<file path="config.mk">
export PLATFORM = sky130hd
export DESIGN_NAME = booth_mac_acc
export DESIGN_NICKNAME = d
export VERILOG_FILES = /design/src/rtl/booth_mac_acc.sv
export SDC_FILE = /design/constraint.sdc
export NUM_CORES = 1
export LEC_CHECK = 0
export BUFFER_PORTS_ARGS = -buffer_cell sky130_fd_sc_hd__buf_2
export CAP_MARGIN = 20
export CELL_PAD_IN_SITES_DETAIL_PLACEMENT = 1
export CELL_PAD_IN_SITES_GLOBAL_PLACEMENT = 2
export CORE_ASPECT_RATIO = 0.75
export CORE_MARGIN = 5
export CORE_UTILIZATION = 35
export CTS_BUF_LIST = sky130_fd_sc_hd__clkbuf_4 sky130_fd_sc_hd__clkbuf_8 sky130_fd_sc_hd__clkbuf_16
export DETAILED_ROUTE_END_ITERATION = 12
export HOLD_SLACK_MARGIN = 0.1
export PLACE_DENSITY = 0.77
export SLEW_MARGIN = 20
export SYNTH_ARGS = -nofsm -noshare
export SYNTH_HDL_FRONTEND = slang
export SYNTH_SLANG_ARGS = --single-unit
</file>
<file path="constraint.sdc">
create_clock -name clk -period 3.3 [get_ports clk]
set_input_delay 0 -clock clk [delete_from_list [all_inputs] [get_ports clk]]
set_output_delay 0 -clock clk [all_outputs]
set_load 0.1 [all_outputs]
</file>
<file path="src/rtl/booth_mac_acc.sv">
// booth_mac_acc: signed group accumulator placed after the 16x16 radix-4
// Booth multiplier. Accepts 32-bit signed products, sums them per group and
// emits {sum, term count, overflow flag} on a valid/ready output.
//
// Build option: define BOOTH_MAC_SAT_EN to clamp the accumulator on signed
// overflow; otherwise adds wrap modulo 2**ACC_W. out_ovf reports overflow
// in both builds.
//
// Handshake rule (both ports): a beat transfers on a rising edge where
// valid & ready are both high; a valid source holds its payload stable
// until that edge, and ready may depend on internal state only.
//
// Parameter constraints: ACC_W >= 33, 2**CNT_W > MAX_TERMS.
module booth_mac_acc #(
    parameter int ACC_W     = 40,
    parameter int MAX_TERMS = 256,
    parameter int CNT_W     = 9
) (
    input  logic             clk,
    input  logic             rst_n,
    input  logic             in_valid,
    output logic             in_ready,
    input  logic [31:0]      in_prod,
    input  logic             in_last,
    output logic             out_valid,
    input  logic             out_ready,
    output logic [ACC_W-1:0] out_acc,
    output logic [CNT_W-1:0] out_cnt,
    output logic             out_ovf,
    output logic             dbg_state
);

    typedef enum logic {
        ST_ACC  = 1'b0,
        ST_DONE = 1'b1
    } state_t;

`ifdef BOOTH_MAC_SAT_EN
    localparam logic [ACC_W-1:0] ACC_MAX = {1'b0, {(ACC_W-1){1'b1}}};
    localparam logic [ACC_W-1:0] ACC_MIN = {1'b1, {(ACC_W-1){1'b0}}};
`endif

    state_t            state;
    logic              p_vld;
    logic [31:0]       p_prod;
    logic              p_last;
    logic [ACC_W-1:0]  acc;
    logic [CNT_W-1:0]  cnt;
    logic              ovf;

    logic [ACC_W-1:0]  p_ext;
    logic [ACC_W-1:0]  sum;
    logic [ACC_W-1:0]  acc_nxt;
    logic [CNT_W-1:0]  cnt_inc;
    logic              add_ovf;
    logic              consume;
    logic              close_grp;
    logic              in_fire;

    // Stage 1 may refill whenever it is empty or being drained by the ACC state.
    assign in_ready  = !p_vld || (state == ST_ACC);
    assign in_fire   = in_valid && in_ready;
    assign consume   = (state == ST_ACC) && p_vld;

    assign p_ext     = {{(ACC_W-32){p_prod[31]}}, p_prod};
    assign sum       = acc + p_ext;
    assign add_ovf   = (acc[ACC_W-1] == p_ext[ACC_W-1]) && (sum[ACC_W-1] != acc[ACC_W-1]);
    assign cnt_inc   = cnt + CNT_W'(1);
    assign close_grp = p_last || (cnt_inc == CNT_W'(MAX_TERMS));

    // Next accumulator value: plain wrap, or clamp toward the overflow direction.
    always_comb begin
        acc_nxt = sum;
`ifdef BOOTH_MAC_SAT_EN
        if (add_ovf) begin
            acc_nxt = acc[ACC_W-1] ? ACC_MIN : ACC_MAX;
        end
`endif
    end

    // Stage 1 input register: loads on an input transfer, empties when consumed.
    always_ff @(posedge clk or negedge rst_n) begin
        if (!rst_n) begin
            p_vld  <= 1'b0;
            p_prod <= '0;
            p_last <= 1'b0;
        end else if (in_fire) begin
            p_vld  <= 1'b1;
            p_prod <= in_prod;
            p_last <= in_last;
        end else if (consume) begin
            p_vld  <= 1'b0;
        end
    end

    // Stage 2 FSM: accumulate in ACC, present the group result in DONE.
    always_ff @(posedge clk or negedge rst_n) begin
        if (!rst_n) begin
            state     <= ST_ACC;
            acc       <= '0;
            cnt       <= '0;
            ovf       <= 1'b0;
            out_valid <= 1'b0;
        end else begin
            case (state)
                ST_ACC: begin
                    if (consume) begin
                        acc <= acc_nxt;
                        cnt <= cnt_inc;
                        ovf <= ovf | add_ovf;
                        if (close_grp) begin
                            state     <= ST_DONE;
                            out_valid <= 1'b1;
                        end
                    end
                end
                ST_DONE: begin
                    if (out_ready) begin
                        acc       <= '0;
                        cnt       <= '0;
                        ovf       <= 1'b0;
                        out_valid <= 1'b0;
                        state     <= ST_ACC;
                    end
                end
                default: begin
                    state     <= ST_ACC;
                    out_valid <= 1'b0;
                end
            endcase
        end
    end

    assign out_acc   = acc;
    assign out_cnt   = cnt;
    assign out_ovf   = ovf;
    assign dbg_state = logic'(state);

endmodule

</file>
=== After elaboration in Yosys (flattened, before gate mapping) ===
Cells that the tools add are included.

* $add $sub $neg: 2
* Equal/unequal tests: 6
* Mux-type cells: 18
* Bitwise logic cells: 2
* Reductions and logical operators: 9

{| class="wikitable"
|+ Operators by type and width
! operator !! number
|-
| 2-to-1 mux 40 bit || 2
|-
| case mux 40 bit (2 select lines) || 1
|-
| adder 40 bit || 1
|-
| 2-to-1 mux 9 bit || 2
|-
| case mux 9 bit (2 select lines) || 1
|-
| adder 9 x 1 -> 9 bit (second input constant) || 1
|-
| == test 9 bit (second input constant) || 1
|-
| 2-to-1 mux 1 bit || 9
|-
| inequality test 2 bit (second input constant) || 3
|-
| case mux 1 bit (2 select lines) || 3
|-
| logical AND 1 bit || 3
|-
| AND reduction 3 bit || 1
|-
| logical OR 1 bit || 2
|-
| AND reduction 2 bit || 1
|-
| nonzero test 2 bit || 1
|-
| == test 1 bit || 1
|-
| zero test 1 bit || 1
|-
| inequality test 1 bit || 1
|-
| NOT 1 bit || 1
|-
| bitwise OR 1 bit || 1
|}

* Register bits: 86
* Bits of input ports: 37
* Output and inout port bits: 53
* Logic and storage cells: 45

=== Logic depth before layout (Yosys ltp) ===
Gate-level depths: netlist of run 1.

* Word-level depth: 6
* Depth in mapped cells: 13
* Mapped depth without buffers: 13

=== Least setup slack after synthesis of run 1 ===
No wires, ideal clock.

* Kind: reg-to-reg
* Start: reg acc[0], in the netlist out_acc[0]
* End: reg acc[32], in the netlist out_acc[32]
* Library setup time: 0.083 ns
* Arrival: 3.315 ns
* Data required time: 3.217 ns
* Setup slack: -0.097 ns
* Cell stages (with the launch flop): 14
* Path buffers: 0
* Period minus slack after synthesis: 3.397 ns
* Path through: dfrtp_1 > ha_1 > inv_1 > fa_1 > nor2b_1 > o2111ai_1 > a31oi_1 > o211ai_1 > a31oi_2 > a211oi_2 > o21ai_1 > a21boi_1 > xor2_1 > o21ai_0

* Longest elaborated chain between the ends: 3

{| class="wikitable"
|+ RTL lines
! element !! line !! RTL
|-
| start: declaration || 47 || <nowiki>logic [ACC_W-1:0] acc;</nowiki>
|-
| start signal: assignment || 108 || <nowiki>acc <= acc_nxt;</nowiki>
|-
| adder 40 bit || 66 || <nowiki>assign sum = acc + p_ext;</nowiki>
|-
| 2-to-1 mux 40 bit || 107 || <nowiki>if (consume) begin</nowiki>
|-
| case mux 40 bit (2 select lines) || 105 || <nowiki>case (state)</nowiki>
|}

Every way passes these cells. The select of a mux whose other input is x is not followed.
A chain may end at the register's enable or synchronous reset.

=== Worst setup path in the final report of run 1 ===
* Start: reg acc[4], in the netlist out_acc[4]
* End: reg acc[39], in the netlist out_acc[39]

The elaborated chain is that of the path after synthesis.

==> results of run 1 <==
## worst register-to-register path: stages (launching register included)
cell and delay (ns):
dfrtp_1 0.41, ha_1 0.37, a21oi_1 0.27, o21ai_2 0.15
o221ai_2 0.26, a211oi_2 0.17, nor4_4 0.28, nor2_2 0.11
a2111o_1 0.40, a21o_1 0.18, and3_1 0.16, a211o_1 0.22
## registers in the layout, summed over array words and instances, names as in the netlist
signal	cells
dbg_state	1
out_acc	40
out_cnt	9
out_ovf	1
out_valid	1
p_last	1
p_prod	32
p_vld	1
## timing repair
action,in CTS,in global routing
hold buffers,36,0
resized for setup,0,4
endpoints found under the hold margin,103,0
setup endpoints to repair,0,5
## Yosys cell counts, drive strengths merged, types with 2 or more instances
master	n
and4	3
a211o	3
inv	13
nand3	13
a21o	22
and3	8
xor2	18
a41oi	3
nor2b	7
buf	2
nor2	25
nand2	74
mux2	32
clkbuf	25
a31oi	4
nand4	10
a211oi	6
o22ai	2
dfrtp	86
nand2b	6
xnor2	18
o211ai	4
or2	4
o21a	3
o21ai	72
a22o	6
nor3	4
o31ai	2
ha	40
a21oi	38
o21bai	4
nor4	2
## logic make-up (layout without fill, tap and decap cells)
family | after synthesis | after routing | share of synthesized area (%)
AO/OA/AOI/OAI | 178 | 178 | 20.8
AND/OR/NAND/NOR | 159 | 159 | 14.0
flip-flops | 86 | 86 | 40.0
adder cells (fa/ha/maj) | 41 | 41 | 9.69
buffers and inverters | 40 | 159 | 2.84
XOR/XNOR | 36 | 36 | 5.87
multiplexers | 32 | 32 | 6.71
## per-stage QoR
step,hold slack [ns],util (%),instances
finish,0.313,44.4,896
global route,0.420,44.4,896
CTS,0.358,44.2,896
detailed placement,0.188,39.9,844
global placement,0.179,39.9,844
floorplan,-0.296,-,572
## path summary, 6_finish.rpt
path | from | endpoint | slack (ns) | cells after the start
max | out_acc[4] | out_acc[39] | 0.22 | 11
min | rst_n | p_prod[12] | 0.31 | 2
max reg2reg | out_acc[4] | out_acc[39] | 0.22 | 11
min reg2reg | out_valid | out_valid | 0.51 | 2
max in group asynchronous | rst_n | out_acc[37] | 2.14 | 3
min in group clk | in_valid | p_vld | 0.40 | 3
## final cells by class
class	count	area [sq um]	share of cell area, %
clock buffers	12	248	3.69
well taps	205	256	3.82
inverters	13	48.8	0.727
multi-input cells	446	3110	46.4
repair buffers	130	846	12.6
flip-flops and latches	86	2150	32.1
clock inverters	4	47.5	0.709
## routing by layer
metal | up-vias | GRT usage (%) | wire, um
met4 | 0 | 3.56 | 97
met5 | - | 0 | 0
met2 | 85 | 27.3 | 6860
li1 | 2285 | - | -
met3 | 8 | 4.27 | 646
met1 | 2338 | 26.5 | 8290
==> results.toml, run 1 <==
[drt]
wirelength_mm = 15.9
drt_iter0_drc = 198
ant_nets = 0
dr.pass1.iters = 4
via_per_inst = 5.26
drcViolationCount = 0
avgRoutedWirePerCell_um = 17.7
vias = 4716

[sta]
finalCritPeriodShare_pct = 93.3
finalClockSkew_ns = 0.00643
setup_tns_ns = 0
hold_viol = 0
fin_crit_ns = 3.08
rsz0062_at_grt = "no"
max_freq_ghz = 0.325
slew_headroom_pct = 38.2
setup_ws_ns = 0.222
tightestPinTransition_ns = 0.927
slew_violations = 0
setup_violations = 0

[final_layout]
fin_nets = 764
fillers = 1742
syn2layout_area_growth_pct = 24.9
layout_commonest_cell = "buf_2"
fin_area_sq_mm = 0.00671
mostFrequentLayoutCells = "buf_2 (88), dfrtp_1 (85), nand2_1 (73)"
final_layout_size_suffix_gt1_share_pct = 23.4
diodes = 0

[critical_path]
crit_type = "register to register"
critPathSlowestCell = "dfrtp_1"
critPathBufInv = 0
critPathArrivalTime_ns = 3.32
startpoint_type = "register"
critPathRequiredTime_ns = 3.54
slowest_delay_ns = 0.41
crit_family = "compound AO/OA/AOI/OAI gates"
worst-path-max-fanout = 4
cp_cell_sequence = "ha_1 > a21oi_1 > o21ai_2 > o221ai_2 > a211oi_2 > nor4_4 > nor2_2 > a2111o_1 > a21o_1 > and3_1 > a211o_1"
end_kind = "register"

[synthesis]
ys_seq_area_share_pct = 40.0
synth_cells = 572
yosys_warnings = 0
synth_edf_count = 0
synth_top_cell_by_area = "dfrtp_1"
synth_top_area_share_pct = 40.0
syn_area_per_cell_sq_um = 9.39
synth_area_leaders = "dfrtp_1 (40%), ha_1 (9.3%), mux2_2 (6.7%), o21ai_0 (6.2%), nand2_1 (5.2%)"
netlist_area_sq_mm = 0.00537
synth_nets = 650
ys_async_sr_fraction_pct = 100
ys_seq_elements = 86
synthFlopType = "dfrtp_1"
synthDistinctLibCells = 51

[global_route]
antenna_found_initial = 0
grt.overflow.total = 0
grt.total_usage_pct = 18.1
grt_pass1_vias = 5093
grt_max_degree = 68
grt_pass1_wl_mm = 26.8

[placement]
place_hpwl_mm = 11.6
pre_cts_ws_ns = 0.137
dpl_cell_area_sq_mm = 0.00603
gp_congestion = 0.843
port_buffers = 89

[worst_hold_path]
hold_class = "input pin to async pin"

[floorplan]
die_h_um = 117
boundaryPins = 90
core_sq_mm = 0.0151
start_util_pct = 35.5
die_x_um = 153
num_rows = 39
dieArea_sq_mm = 0.0180

[flow_run]
max_cap_viol_count = 0

[clock_network]
cts_buffers = 9
path_clk_slew_ns = 0.07
cts_setup_buffers = 0
insertion_delay_ns = 0.35
cts_tree = "done"
clockBufferDepth = 2
cts_root_buf = "clkbuf_16"
clock-sinks = 86
cts_max_level = 3

[outcome]
outcome = "complete, no violations"
Power of run 1 is not shown: default switching activity piles up to over one toggle a cycle in this logic, so the estimate is an artifact.
==> run 2, diff against run 1 <==
--- a/config.mk
+++ b/config.mk
@@ -11,11 +11,11 @@
 export CELL_PAD_IN_SITES_GLOBAL_PLACEMENT = 2
 export CORE_ASPECT_RATIO = 0.75
 export CORE_MARGIN = 5
-export CORE_UTILIZATION = 35
+export CORE_UTILIZATION = 32
 export CTS_BUF_LIST = sky130_fd_sc_hd__clkbuf_4 sky130_fd_sc_hd__clkbuf_8 sky130_fd_sc_hd__clkbuf_16
 export DETAILED_ROUTE_END_ITERATION = 12
 export HOLD_SLACK_MARGIN = 0.1
-export PLACE_DENSITY = 0.77
+export PLACE_DENSITY = 0.74
 export SLEW_MARGIN = 20
 export SYNTH_ARGS = -nofsm -noshare
 export SYNTH_HDL_FRONTEND = slang
==> constraint.sdc (replaced) <==
create_clock -name clk -period 2.6 [get_ports clk]
set_input_delay 0 -clock clk [delete_from_list [all_inputs] [get_ports clk]]
set_output_delay 0 -clock clk [all_outputs]
set_load 0.1 [all_outputs]
==> results.toml, run 2 (synthesis gave the netlist of run 1 again) <==
[outcome]
outcome = "finished, violations left"
violations = "negative setup slack"

[final_layout]
fillers = 1835
diodes = 0
syn2layout_area_growth_pct = 48.2
fin_area_sq_mm = 0.00797
mostFrequentLayoutCells = "buf_4 (107), buf_2 (88), nand2_1 (72)"
layout_commonest_cell = "buf_4"
final_layout_size_suffix_gt1_share_pct = 43.7
instances_no_fill = 1009
fin_nets = 867
multi_input_area_sq_mm = 0.00346
largest_reg_flops = 40
seqCellArea_sq_mm = 0.00224

[clock_network]
path_clk_slew_ns = 0.07
cts_buffers = 9
cts_tree = "done"
clockBufferDepth = 2
cts_max_level = 3
clock-sinks = 86
insertion_delay_ns = 0.36
cts_root_buf = "clkbuf_16"

[sta]
max_freq_ghz = 0.357
fin_crit_ns = 2.80
setup_tns_ns = -2.07
finalCritPeriodShare_pct = 108
setup_violations = 16
hold_viol = 0
rsz0062_at_grt = "yes"
slew_violations = 0
finalClockSkew_ns = 0.00926
slew_headroom_pct = 45.6
tightestPinTransition_ns = 0.814
setup_ws_ns = -0.199

[drt]
ant_nets = 0
via_per_inst = 5.10
dr.pass1.iters = 4
drt_iter0_drc = 164
drcViolationCount = 0
vias = 5150
wirelength_mm = 17.8
avgRoutedWirePerCell_um = 17.7

[floorplan]
dieArea_sq_mm = 0.0195
num_rows = 41
die_x_um = 160
core_sq_mm = 0.0167
boundaryPins = 90
die_h_um = 122
start_util_pct = 32.2

[worst_hold_path]
hold_class = "input pin to async pin"

[critical_path]
crit_type = "register to register"
end_kind = "register"
rrSetupSlack_ns = -0.20
worst-path-max-fanout = 4
critPathArrivalTime_ns = 3.03
worstRegToRegCells = 12
startpoint_type = "register"
critPathRequiredTime_ns = 2.83

[global_route]
grt_pass1_wl_mm = 29.0
grt_pass1_vias = 5568
grt.total_usage_pct = 18.5
grt_max_degree = 46
antenna_found_initial = 0
grt.overflow.total = 0

[placement]
dpl_cell_area_sq_mm = 0.00692
gp_congestion = 0.854
port_buffers = 89
dp_cells = 933
place_hpwl_mm = 12.8

[flow_run]
max_cap_viol_count = 0
[run 2: final cells by class]
type | count | share of cell area [%]
clock buffer | 10 | 2.92
clock inverter | 6 | 1.08
inverter | 13 | 0.613
multi-input combinational | 446 | 43.4
sequential | 86 | 28.1
tap | 215 | 3.38
timing repair buffer | 233 | 20.5
[run 2: metrics by stage]
step | utilization (%) | setup slack (ns) | hold slack (ns)
detailed placement | 41.5 | -0.295 | 0.0396
global placement | 41.5 | -0.160 | 0.0365
floorplan | - | -0.241 | -0.296
global route | 47.8 | -0.380 | 0.258
CTS | 46.6 | -0.200 | 0.223
finish | 47.8 | -0.199 | 0.191
[run 2: worst max-delay path, stage by stage (launching register included)]
cell and delay (ns):
dfrtp_4 0.49, ha_4 0.30, o211ai_1 0.10, o21ai_2 0.22, o221ai_2 0.14, buf_4 0.15, a21o_1 0.21, a211oi_4 0.28
o31ai_2 0.11, o31a_1 0.32, a21oi_2 0.16, xnor2_1 0.13, o21ai_1 0.07
[run 2: what timing repair did]
item | 4_1_cts | 5_1_grt
gates cloned | 0 | 0
hold buffers | 36 | 0
pin swaps | 24 | 29
buffers inserted | 11 | 13
hold endpoints to repair | 78 | 0
setup endpoints to repair | 18 | 21
gates resized for setup | 19 | 23
[run 2: path summary, 6_finish.rpt]
kind / start / endpoint
max: out_acc[4] / out_acc[33]
min: rst_n / out_acc[7]
max reg2reg: out_acc[4] / out_acc[33]
min reg2reg: out_valid / out_valid
max in group asynchronous: rst_n / out_acc[28]
min in group clk: in_valid / p_vld
[run 2: routing by layer]
metal | wire length [um] | GRT usage (%) | share of wire [%]
met3 | 620 | 4.57 | 3.5
met2 | 8510 | 31.3 | 48
met4 | 170 | 3.85 | 0.95
met1 | 8520 | 24.4 | 48
met5 | 0 | 0 | 0
Power of run 2 is left out for the same reason.
==> run 3, diff against run 2 <==
--- a/config.mk
+++ b/config.mk
@@ -11,11 +11,11 @@
 export CELL_PAD_IN_SITES_GLOBAL_PLACEMENT = 2
 export CORE_ASPECT_RATIO = 0.75
 export CORE_MARGIN = 5
-export CORE_UTILIZATION = 32
+export CORE_UTILIZATION = 35
 export CTS_BUF_LIST = sky130_fd_sc_hd__clkbuf_4 sky130_fd_sc_hd__clkbuf_8 sky130_fd_sc_hd__clkbuf_16
 export DETAILED_ROUTE_END_ITERATION = 12
 export HOLD_SLACK_MARGIN = 0.1
-export PLACE_DENSITY = 0.74
+export PLACE_DENSITY = 0.77
 export SLEW_MARGIN = 20
 export SYNTH_ARGS = -nofsm -noshare
 export SYNTH_HDL_FRONTEND = slang
==> constraint.sdc (replaced) <==
create_clock -name clk -period 2.9 [get_ports clk]
set_input_delay 0 -clock clk [delete_from_list [all_inputs] [get_ports clk]]
set_output_delay 0 -clock clk [all_outputs]
set_load 0.1 [all_outputs]
==> results.toml, run 3 (synthesis gave the netlist of run 1 again) <==
[floorplan]
start_util_pct = 35.5
die_x_um = 153
num_rows = 39
boundaryPins = 90
dieArea_sq_mm = 0.0180
core_sq_mm = 0.0151
die_h_um = 117

[final_layout]
final_layout_size_suffix_gt1_share_pct = 34.6
fin_nets = 808
largest_reg_flops = 40
mostFrequentLayoutCells = "buf_2 (88), nand2_1 (72), dfrtp_1 (60)"
fillers = 1750
instances_no_fill = 940
diodes = 0
syn2layout_area_growth_pct = 35.7
layout_commonest_cell = "buf_2"

[drt]
via_per_inst = 5.21
ant_nets = 0
drcViolationCount = 0
avgRoutedWirePerCell_um = 17.9
dr.pass1.iters = 4
drt_iter0_drc = 227
vias = 4901
wirelength_mm = 16.9

[clock_network]
insertion_delay_ns = 0.35
clock-sinks = 86
cts_root_buf = "clkbuf_16"
path_clk_slew_ns = 0.06
cts_buffers = 9
clockBufferDepth = 2
cts_tree = "done"
cts_max_level = 3

[global_route]
grt_pass1_vias = 5284
grt_pass1_wl_mm = 27.9
antenna_found_initial = 0
grt.overflow.total = 0
grt.total_usage_pct = 18.9
grt_max_degree = 46

[critical_path]
startpoint_type = "register"
reg2reg_to = "out_acc[39]"
worstRegToRegCells = 12
end_kind = "register"
rrSetupSlack_ns = 0.04
crit_end = "out_acc[39]"
worst-path-max-fanout = 4
critPathRequiredTime_ns = 3.13
critPathArrivalTime_ns = 3.09
regToRegStartpoint = "out_acc[1]"
crit_start = "out_acc[1]"
crit_type = "register to register"

[placement]
port_buffers = 89
gp_congestion = 0.852
place_hpwl_mm = 12.3
dp_cells = 875

[sta]
fin_crit_ns = 2.86
slew_headroom_pct = 49.8
max_freq_ghz = 0.350
setup_violations = 0
finalClockSkew_ns = 0.0119
rsz0062_at_grt = "yes"
hold_ws_ns = 0.175
slew_violations = 0
hold_viol = 0
finalCritPeriodShare_pct = 98.5
tightestPinTransition_ns = 0.751

[outcome]
outcome = "complete, no violations"

[worst_hold_path]
hold_class = "input pin to async pin"

[flow_run]
max_cap_viol_count = 0
-- run 3: stage by stage --
step	instance area (sq um)	setup slack (ns)	TNS [ns]	utilization, %
2_1_floorplan	5490	-0.0173	-0.0173	-
3_3_place_gp	6380	-0.0333	-0.0369	42.2
3_5_place_dp	6380	-0.152	-0.440	42.2
4_1_cts	7120	-0.0186	-0.0186	47.1
5_1_grt	7290	-0.0991	-0.594	48.2
6_report	7290	0.0422	0	48.2
-- run 3: area by class of cell --
type	instances	area, sq um	share of cell area, %
clock buffer	12	260	3.57
timing repair buffer	174	1190	16.3
tap	205	256	3.52
multi-input combinational	446	3260	44.7
inverter	13	48.8	0.669
clock inverter	4	70.1	0.961
sequential	86	2200	30.2
-- run 3: worst min path at each step --
| stage | endpoint | cells past startpoint | start | slack [ns] |
|---|---|---|---|---|
| 3_5_place_dp | p_prod[4] | 1 | rst_n | 0.03 |
| 6_report | p_prod[4] | 2 | rst_n | 0.17 |
| 3_3_place_gp | p_prod[4] | 1 | rst_n | 0.02 |
| 4_1_cts | p_prod[4] | 2 | rst_n | 0.18 |
| 5_1_grt | p_prod[4] | 2 | rst_n | 0.25 |
| 2_1_floorplan | dbg_state | 0 | rst_n | -0.30 |
-- run 3: per-layer routing --
| metal | vias to the layer above | GRT usage, % | wire, um |
|---|---|---|---|
| met5 | - | 0 | 0 |
| met4 | 0 | 4.79 | 163 |
| li1 | 2375 | - | - |
| met1 | 2425 | 26.1 | 8300 |
| met2 | 88 | 29.9 | 7660 |
| met3 | 13 | 4.42 | 744 |
-- run 3: critical path, stage by stage (launching register included) --
cell	delay (ns)
dfrtp_4	0.48
buf_6	0.13
ha_4	0.23
a211oi_2	0.20
o21ai_2	0.09
o221ai_2	0.21
a211oi_2	0.15
nor4_4	0.19
nor2_2	0.10
a2111o_1	0.40
a21o_1	0.18
and3_1	0.16
a211o_1	0.23
-- run 3: what timing repair did --
action | in CTS | in global routing
gates cloned | 0 | 0
resized for setup | 5 | 30
pin swaps | 7 | 22
buffers inserted | 3 | 10
hold buffers | 36 | 0
hold endpoints to repair | 78 | 0
setup endpoints to repair | 8 | 10
Power of run 3 is left out for the same reason.
